$ cat src/rtl/alu_operand_stage.sv
// ID/EX operand stage feeding the ALU: registers decoded operands under a
// valid/ready handshake, extends the immediate and applies EX forwarding.
module alu_operand_stage #(
  parameter int unsigned WIDTH = 32,
  parameter int unsigned RADDR = 5,
  parameter int unsigned CNT_W = 16
) (
  input  logic             clk,
  input  logic             rst_n,
  input  logic             in_valid,
  output logic             in_ready,
  input  logic [WIDTH-1:0] rd1,
  input  logic [WIDTH-1:0] rd2,
  input  logic [15:0]      imm16,
  input  logic             sign_ext,
  input  logic             alu_src,
  input  logic [1:0]       alu_control_in,
  input  logic             reg_write_in,
  input  logic [RADDR-1:0] dst_in,
  input  logic             flush,
  input  logic [1:0]       fwd_a_sel,
  input  logic [1:0]       fwd_b_sel,
  input  logic [WIDTH-1:0] fwd_mem,
  input  logic [WIDTH-1:0] fwd_wb,
  output logic [WIDTH-1:0] A,
  output logic [WIDTH-1:0] B,
  output logic [1:0]       ALUControl,
  output logic [WIDTH-1:0] store_data,
  output logic             reg_write_out,
  output logic [RADDR-1:0] dst_out,
  output logic             out_valid,
  input  logic             out_ready,
  output logic [CNT_W-1:0] stall_cnt
);

  localparam int unsigned EXT_W = WIDTH - 16;

  logic             r_valid;
  logic [WIDTH-1:0] r_rs;
  logic [WIDTH-1:0] r_rt;
  logic [WIDTH-1:0] r_imm;
  logic             r_alu_src;
  logic [1:0]       r_alu_control;
  logic             r_reg_write;
  logic [RADDR-1:0] r_dst;
  logic [CNT_W-1:0] r_stall_cnt;

  logic             w_capture;
  logic [WIDTH-1:0] w_imm_ext;
  logic [WIDTH-1:0] w_fwd_rs;
  logic [WIDTH-1:0] w_fwd_rt;

  assign in_ready  = !r_valid | out_ready;
  assign w_capture = in_valid & in_ready & !flush;
  assign w_imm_ext = sign_ext ? {{EXT_W{imm16[15]}}, imm16} : {{EXT_W{1'b0}}, imm16};

  // Flush wins over capture; data registers only change on capture.
  always_ff @(posedge clk or negedge rst_n) begin
    if (!rst_n) begin
      r_valid       <= 1'b0;
      r_rs          <= '0;
      r_rt          <= '0;
      r_imm         <= '0;
      r_alu_src     <= 1'b0;
      r_alu_control <= 2'b00;
      r_reg_write   <= 1'b0;
      r_dst         <= '0;
      r_stall_cnt   <= '0;
    end else begin
      if (flush) begin
        r_valid <= 1'b0;
      end else if (w_capture) begin
        r_valid       <= 1'b1;
        r_rs          <= rd1;
        r_rt          <= rd2;
        r_imm         <= w_imm_ext;
        r_alu_src     <= alu_src;
        r_alu_control <= alu_control_in;
        r_reg_write   <= reg_write_in;
        r_dst         <= dst_in;
      end else if (out_ready) begin
        r_valid <= 1'b0;
      end
      if (r_valid && !out_ready && (r_stall_cnt != {CNT_W{1'b1}})) begin
        r_stall_cnt <= r_stall_cnt + CNT_W'(1);
      end
    end
  end

  // Forwarding muxes on the registered operands; code 11 falls back to the register.
  always_comb begin
    w_fwd_rs = r_rs;
    w_fwd_rt = r_rt;
    case (fwd_a_sel)
      2'b01:   w_fwd_rs = fwd_mem;
      2'b10:   w_fwd_rs = fwd_wb;
      default: w_fwd_rs = r_rs;
    endcase
    case (fwd_b_sel)
      2'b01:   w_fwd_rt = fwd_mem;
      2'b10:   w_fwd_rt = fwd_wb;
      default: w_fwd_rt = r_rt;
    endcase
  end

  assign A             = w_fwd_rs;
  assign B             = r_alu_src ? r_imm : w_fwd_rt;
  assign store_data    = w_fwd_rt;
  assign ALUControl    = r_alu_control;
  assign reg_write_out = r_reg_write & r_valid;
  assign dst_out       = r_dst;
  assign out_valid     = r_valid;
  assign stall_cnt     = r_stall_cnt;

endmodule

$ cat config.mk
export PLATFORM = sky130hd
export DESIGN_NAME = alu_operand_stage
export DESIGN_NICKNAME = d
export VERILOG_FILES = /design/src/rtl/alu_operand_stage.sv
export SDC_FILE = /design/constraint.sdc
export NUM_CORES = 1
export LEC_CHECK = 0
export CORE_MARGIN = 5
export CORE_UTILIZATION = 40
export CTS_CLUSTER_SIZE = 25
export DETAILED_ROUTE_END_ITERATION = 10
export PLACE_DENSITY = 0.8
export SYNTH_ARGS = -nofsm -noshare
export SYNTH_HDL_FRONTEND = slang
export SYNTH_SLANG_ARGS = --single-unit
$ cat constraint.sdc
create_clock -name clk -period 3.9 [get_ports clk]
set_input_delay 1.17 -clock clk [delete_from_list [all_inputs] [get_ports clk]]
set_output_delay 1.17 -clock clk [all_outputs]
set_load 0.005 [all_outputs]
After elaboration in Yosys (flattened, before gate mapping)
Index checks and enable logic that the tools add are counted.
Storage, ports and cells
  word-level logic and storage cells: 34
  register bits: 122
Operators by class
  muxes and demuxes: 7
  $add $sub $neg: 1
  bitwise operators: 5
  reductions and logical operators: 7
  eq/ne operators: 5
Operators with widths (count)
  $pmux W32 S2: 2
  $mux W32: 2
  $add A16 B1 Y16 const B: 1
  $ne A16 B16 Y1 const B: 1
  $eq A2 B1 Y1 const B: 2
  $eq A2 B2 Y1 const B: 2
  $and A1 B1 Y1: 3
  $logic_not A1 Y1: 3
  $mux W1: 3
  $reduce_bool A3 Y1: 1
  $logic_and A1 B1 Y1: 2
  $reduce_and A2 Y1: 1
  $not A1 Y1: 1
  $or A1 B1 Y1: 1

Longest topological paths before layout
  word-level depth: 6
  depth in mapped cells: 7
  depth with buffers taken out: 5

Least setup slack after synthesis
Ideal clock, no wire load.
  kind: input to output
  from: input fwd_b_sel[0]
  to: output B[12]
  buffers on the path: 2
  cell stages on the path: 6
  required time: 2.730 ns
  arrival time: 2.377 ns
  slack: 0.353 ns
  cell sequence: inv_1 > ha_1 > clkbuf_1 > clkbuf_1 > o21ai_0 > mux2_2
On the way
  longest elaborated chain between the ends: 3
  elaborated cells on any way between the ends: 4
Ends and longest elaborated chain
  from (decl): line 22  | input logic [1:0] fwd_b_sel,
  $eq A2 B2 Y1 or $eq A2 B1 Y1 (tied branches): line 99  | case (fwd_b_sel)
  $pmux W32 S2 (*): line 99
  net store_data[12]: line 28  | output logic [WIDTH-1:0] store_data,
  $mux W32 (*): line 107  | assign B = r_alu_src ? r_imm : w_fwd_rt;
  to (decl): line 26  | output logic [WIDTH-1:0] B,
The timed path passes the listed nets; every way through them passes the cells marked *.

Worst setup path after layout
  from: input fwd_b_sel[0]
  to: output B[7]
On the way
  longest elaborated chain between the ends: 3
  elaborated cells on any way between the ends: 4
Ends and longest elaborated chain (line)
  $eq A2 B2 Y1 or $eq A2 B1 Y1 (tied branches): 99
  $pmux W32 S2 (*): 99
  $mux W32 (*): 107
Every way passes the cells marked *; elsewhere a longest branch is shown, timed or not.

==> results.md <==
- Status: finished clean
- Comb power frac: 37.4%
- VDD IR-drop max: about 0.00034 V
- Post-synth ARST share: between 90% and 100%
- Initial antenna violation count: 2
- Worst Tran Pin Value: ~0.56 ns
- Starting Density: between 40% and 50%
- Cell chain of the critical path: buf_4, inv_2, ha_4, buf_12, bufbuf_16, o21ai_2, mux2_2, dlygate4sd2_1
- Drt drc: 0
- Post-synth top area share: between 40 and 50%
- GRT Overall Usage: between 20% and 30%
- Largest net degree at the start of global routing: 92
- Area grow syn2layout: 74.7%
- Post-layout minimum cycle time: ~3.9 ns
- Final hold vios: 0
- Synth area leader: dfrtp_1
- Share of power burned in registers: a little under two fifths
- EDFF count, synth: 0
- Routability Congestion: between 0.9 and 1
- Normalized max-slew margin: a little over three fifths
- Final Max Tran Viols: 0
- Die ar.: ~17,000 um^2
- Drt wl/cell: ~23 um
- Design area: about 10000 um^2
- Layout cells sized above 1: about 34%
- H-Tree Depth: 3
- Post-cts hold buffer count: 0
- Synth Area per Inst: 10.8 um^2
- WS Path Type: input pin to primary output
- HP Class: register to register
- PortBufs: approximately 280
- Worst path required time: 2.73 ns
- Skew-Pair Late Insertion Delay: 0.35 ns
- Syn Inst Count: between 500 and 600
- GR Overflow Total: 0
- Bufs on Longest Clock Path: 2
- Post-Route WL: ~24,000 um
- Leakage: between 4 and 5 nW
- Startpoint Class: input pin
- Number of fill cells in the layout: ~1k
- Clk sinks: around 110
- Final period util: between 90% and 100%
- CTS tree: yes
- Sw frac: 30.1%
- Ys flop type: dfrtp_1
- Post-synthesis sequential area ratio: a little under half
- Die span in x: 129 um
- Syn nets: about 700
- Layout Skew: between 0.005 and 0.006 ns
- Synth Warn #: 0
- Number of max-cap violations: 0
- Crit. End Element: primary output
- Final setup viols: 0
- Max Clk Rate: between 200 and 300 MHz
- Area post-placement: 9180 um^2
- Main area contributors after synthesis: dfrtp_1 47%, mux2_2 24%, a22oi_1 8.4%
- Clock root cell: clkbuf_16
- Commonest cells post-synth: 122 x mux2_2, 107 x dfrtp_1, 70 x nand2_1
- CP Max Fanout: 9
- CP max-delay cell: ha_4
- Int Power: about 2.7 mW
- First-pass GRT wire length: approximately 35,000 um
- Mapped cell area: 5700 um^2
- WHS: 0.509 ns
- Core ar.: between 10,000 and 15,000 um^2
- Die H: 129 um
- Nets: a little over 1k
- Largest stage delay on the critical path: a little under 0.3 ns
- Iter 0 DRT Violations: 382
- Yosys cell types: 25
- Crit path DAT: 2.68 ns
- Pre-antenna DRT Iters: 5
- Sw Pwr: 1.15 mW
- Dpl hpwl: approximately 17,000 um
- Vias/cell: roughly 5.6
- Antenna Nets Post-Route: 0
- Synth Register Bits: roughly 110
- Via Count: between 5k and 6k
- Row count: 43
- Clock network power share: 24.9%
- Num ports: around 290
- Vias in the first global route: roughly 6.2k
- TritonCTS buffer count: 9
- Clk pin slew, worst setup/hold paths: about 0.07 ns
- PD cells: approximately 380 nW/um^2
- Count leader, synth: mux2_2
==> routing by layer <==
layer,global-route usage (%),vias to the layer above,routed length [um]
met5,0,-,0
met4,12.0,0,996
met3,7.54,61,2030
met2,46.6,290,11700
met1,33.9,2862,8970
li1,-,2590,-
==> sequential cells by signal (all words and copies together) (netlist names) <==
signal,cells
r_reg_write,1
r_alu_src,1
r_imm,17
out_valid,1
stall_cnt,16
dst_out,5
ALUControl,2
r_rt,32
r_rs,32
==> stage by stage <==
stage	utilization, %	std cells	power [mW]	setup TNS, ns	worst slack, ns
2_1_floorplan	-	528	1.92	0	0.353
3_3_place_gp	65.9	1010	2.80	-39.36	-0.636
5_1_grt	71.5	1038	4.00	-0.00973	-0.00973
4_1_cts	71.6	1036	3.83	-0.0326	-0.0292
6_report	71.5	1038	3.83	0	0.0455
3_5_place_dp	65.9	1010	2.84	-40.37	-0.660
==> logic make-up (layout without fill, tap and decap cells) <==
group,Yosys count,after routing,synth area share [%]
AOI/OAI and AO/OA,135,135,15.0
muxes,122,122,24.1
DFF,107,107,47.0
and+or+nand+nor,97,97,7.26
buffers and inverters,49,377,3.58
xor gates and xnor gates,13,13,2.00
adders and majority gates,5,5,1.10
other,0,2,0
==> critical path: cells and delay by family <==
kind	cells	cell delay, ns
adder cells (fa/ha/maj)	1	0.29
buffers and inverters	5	0.86
AO/OA/AOI/OAI	1	0.08
multiplexers	1	0.28
==> layout make-up <==
cell class / count / area, um^2 / share of cell area (%)
tap: 180 / 225 / 2.26
clock inverter: 7 / 82.6 / 0.829
antenna: 2 / 5.00 / 0.0502
timing repair buffer: 354 / 3550 / 35.6
multi-input combinational: 372 / 3170 / 31.8
clock buffer: 9 / 225 / 2.26
inverter: 7 / 26.3 / 0.264
sequential: 107 / 2680 / 26.9
==> layout by cell type, fill, tap and decap left out, types with 4 or more instances in the layout <==
| cell | n |
|---|---|
| nand4_1 | 9 |
| buf_16 | 4 |
| dfrtp_1 | 107 |
| dlygate4sd2_1 | 66 |
| mux2_2 | 122 |
| a22oi_1 | 39 |
| buf_12 | 11 |
| nand2_1 | 67 |
| o21ai_2 | 19 |
| xnor2_1 | 12 |
| buf_6 | 4 |
| o21ai_1 | 22 |
| a22oi_2 | 25 |
| nor2_1 | 4 |
| clkdlybuf4s50_1 | 198 |
| o21ai_0 | 15 |
| o21ai_4 | 9 |
| clkbuf_16 | 9 |
| clkbuf_2 | 9 |
| buf_4 | 49 |
| inv_1 | 4 |
| nand3_1 | 5 |
==> what timing repair did <==
item                                    in CTS  in global routing
setup buffers                                5                  1
pin swaps                                   10                  3
resized for setup                          227                 35
cloned                                       7                  0
endpoints found under the setup margin      96                 38
==> power groups by stage <==
stage          logic, mW  clock network, mW  registers [mW]
2_1_floorplan      0.516                  0            1.41
3_3_place_gp        1.36                  0            1.44
3_5_place_dp        1.39                  0            1.45
4_1_cts             1.43              0.967            1.43
5_1_grt             1.53               1.01            1.46
6_report            1.43              0.952            1.44
==> worst paths after layout <==
kind | startpoint | endpoint | slack, ns | cells after the start
min in group asynchronous | rst_n | ALUControl[1] | 0.80 | 1
min | r_rs[7] | r_rs[7] | 0.51 | 1
max reg2reg | stall_cnt[0] | stall_cnt[1] | 1.93 | 4
max | fwd_b_sel[0] | B[7] | 0.05 | 8
max in group asynchronous | rst_n | r_imm[13] | 2.34 | 2
min reg2reg | r_rs[7] | r_rs[7] | 0.51 | 1
Power figures use the tool's default switching activity.
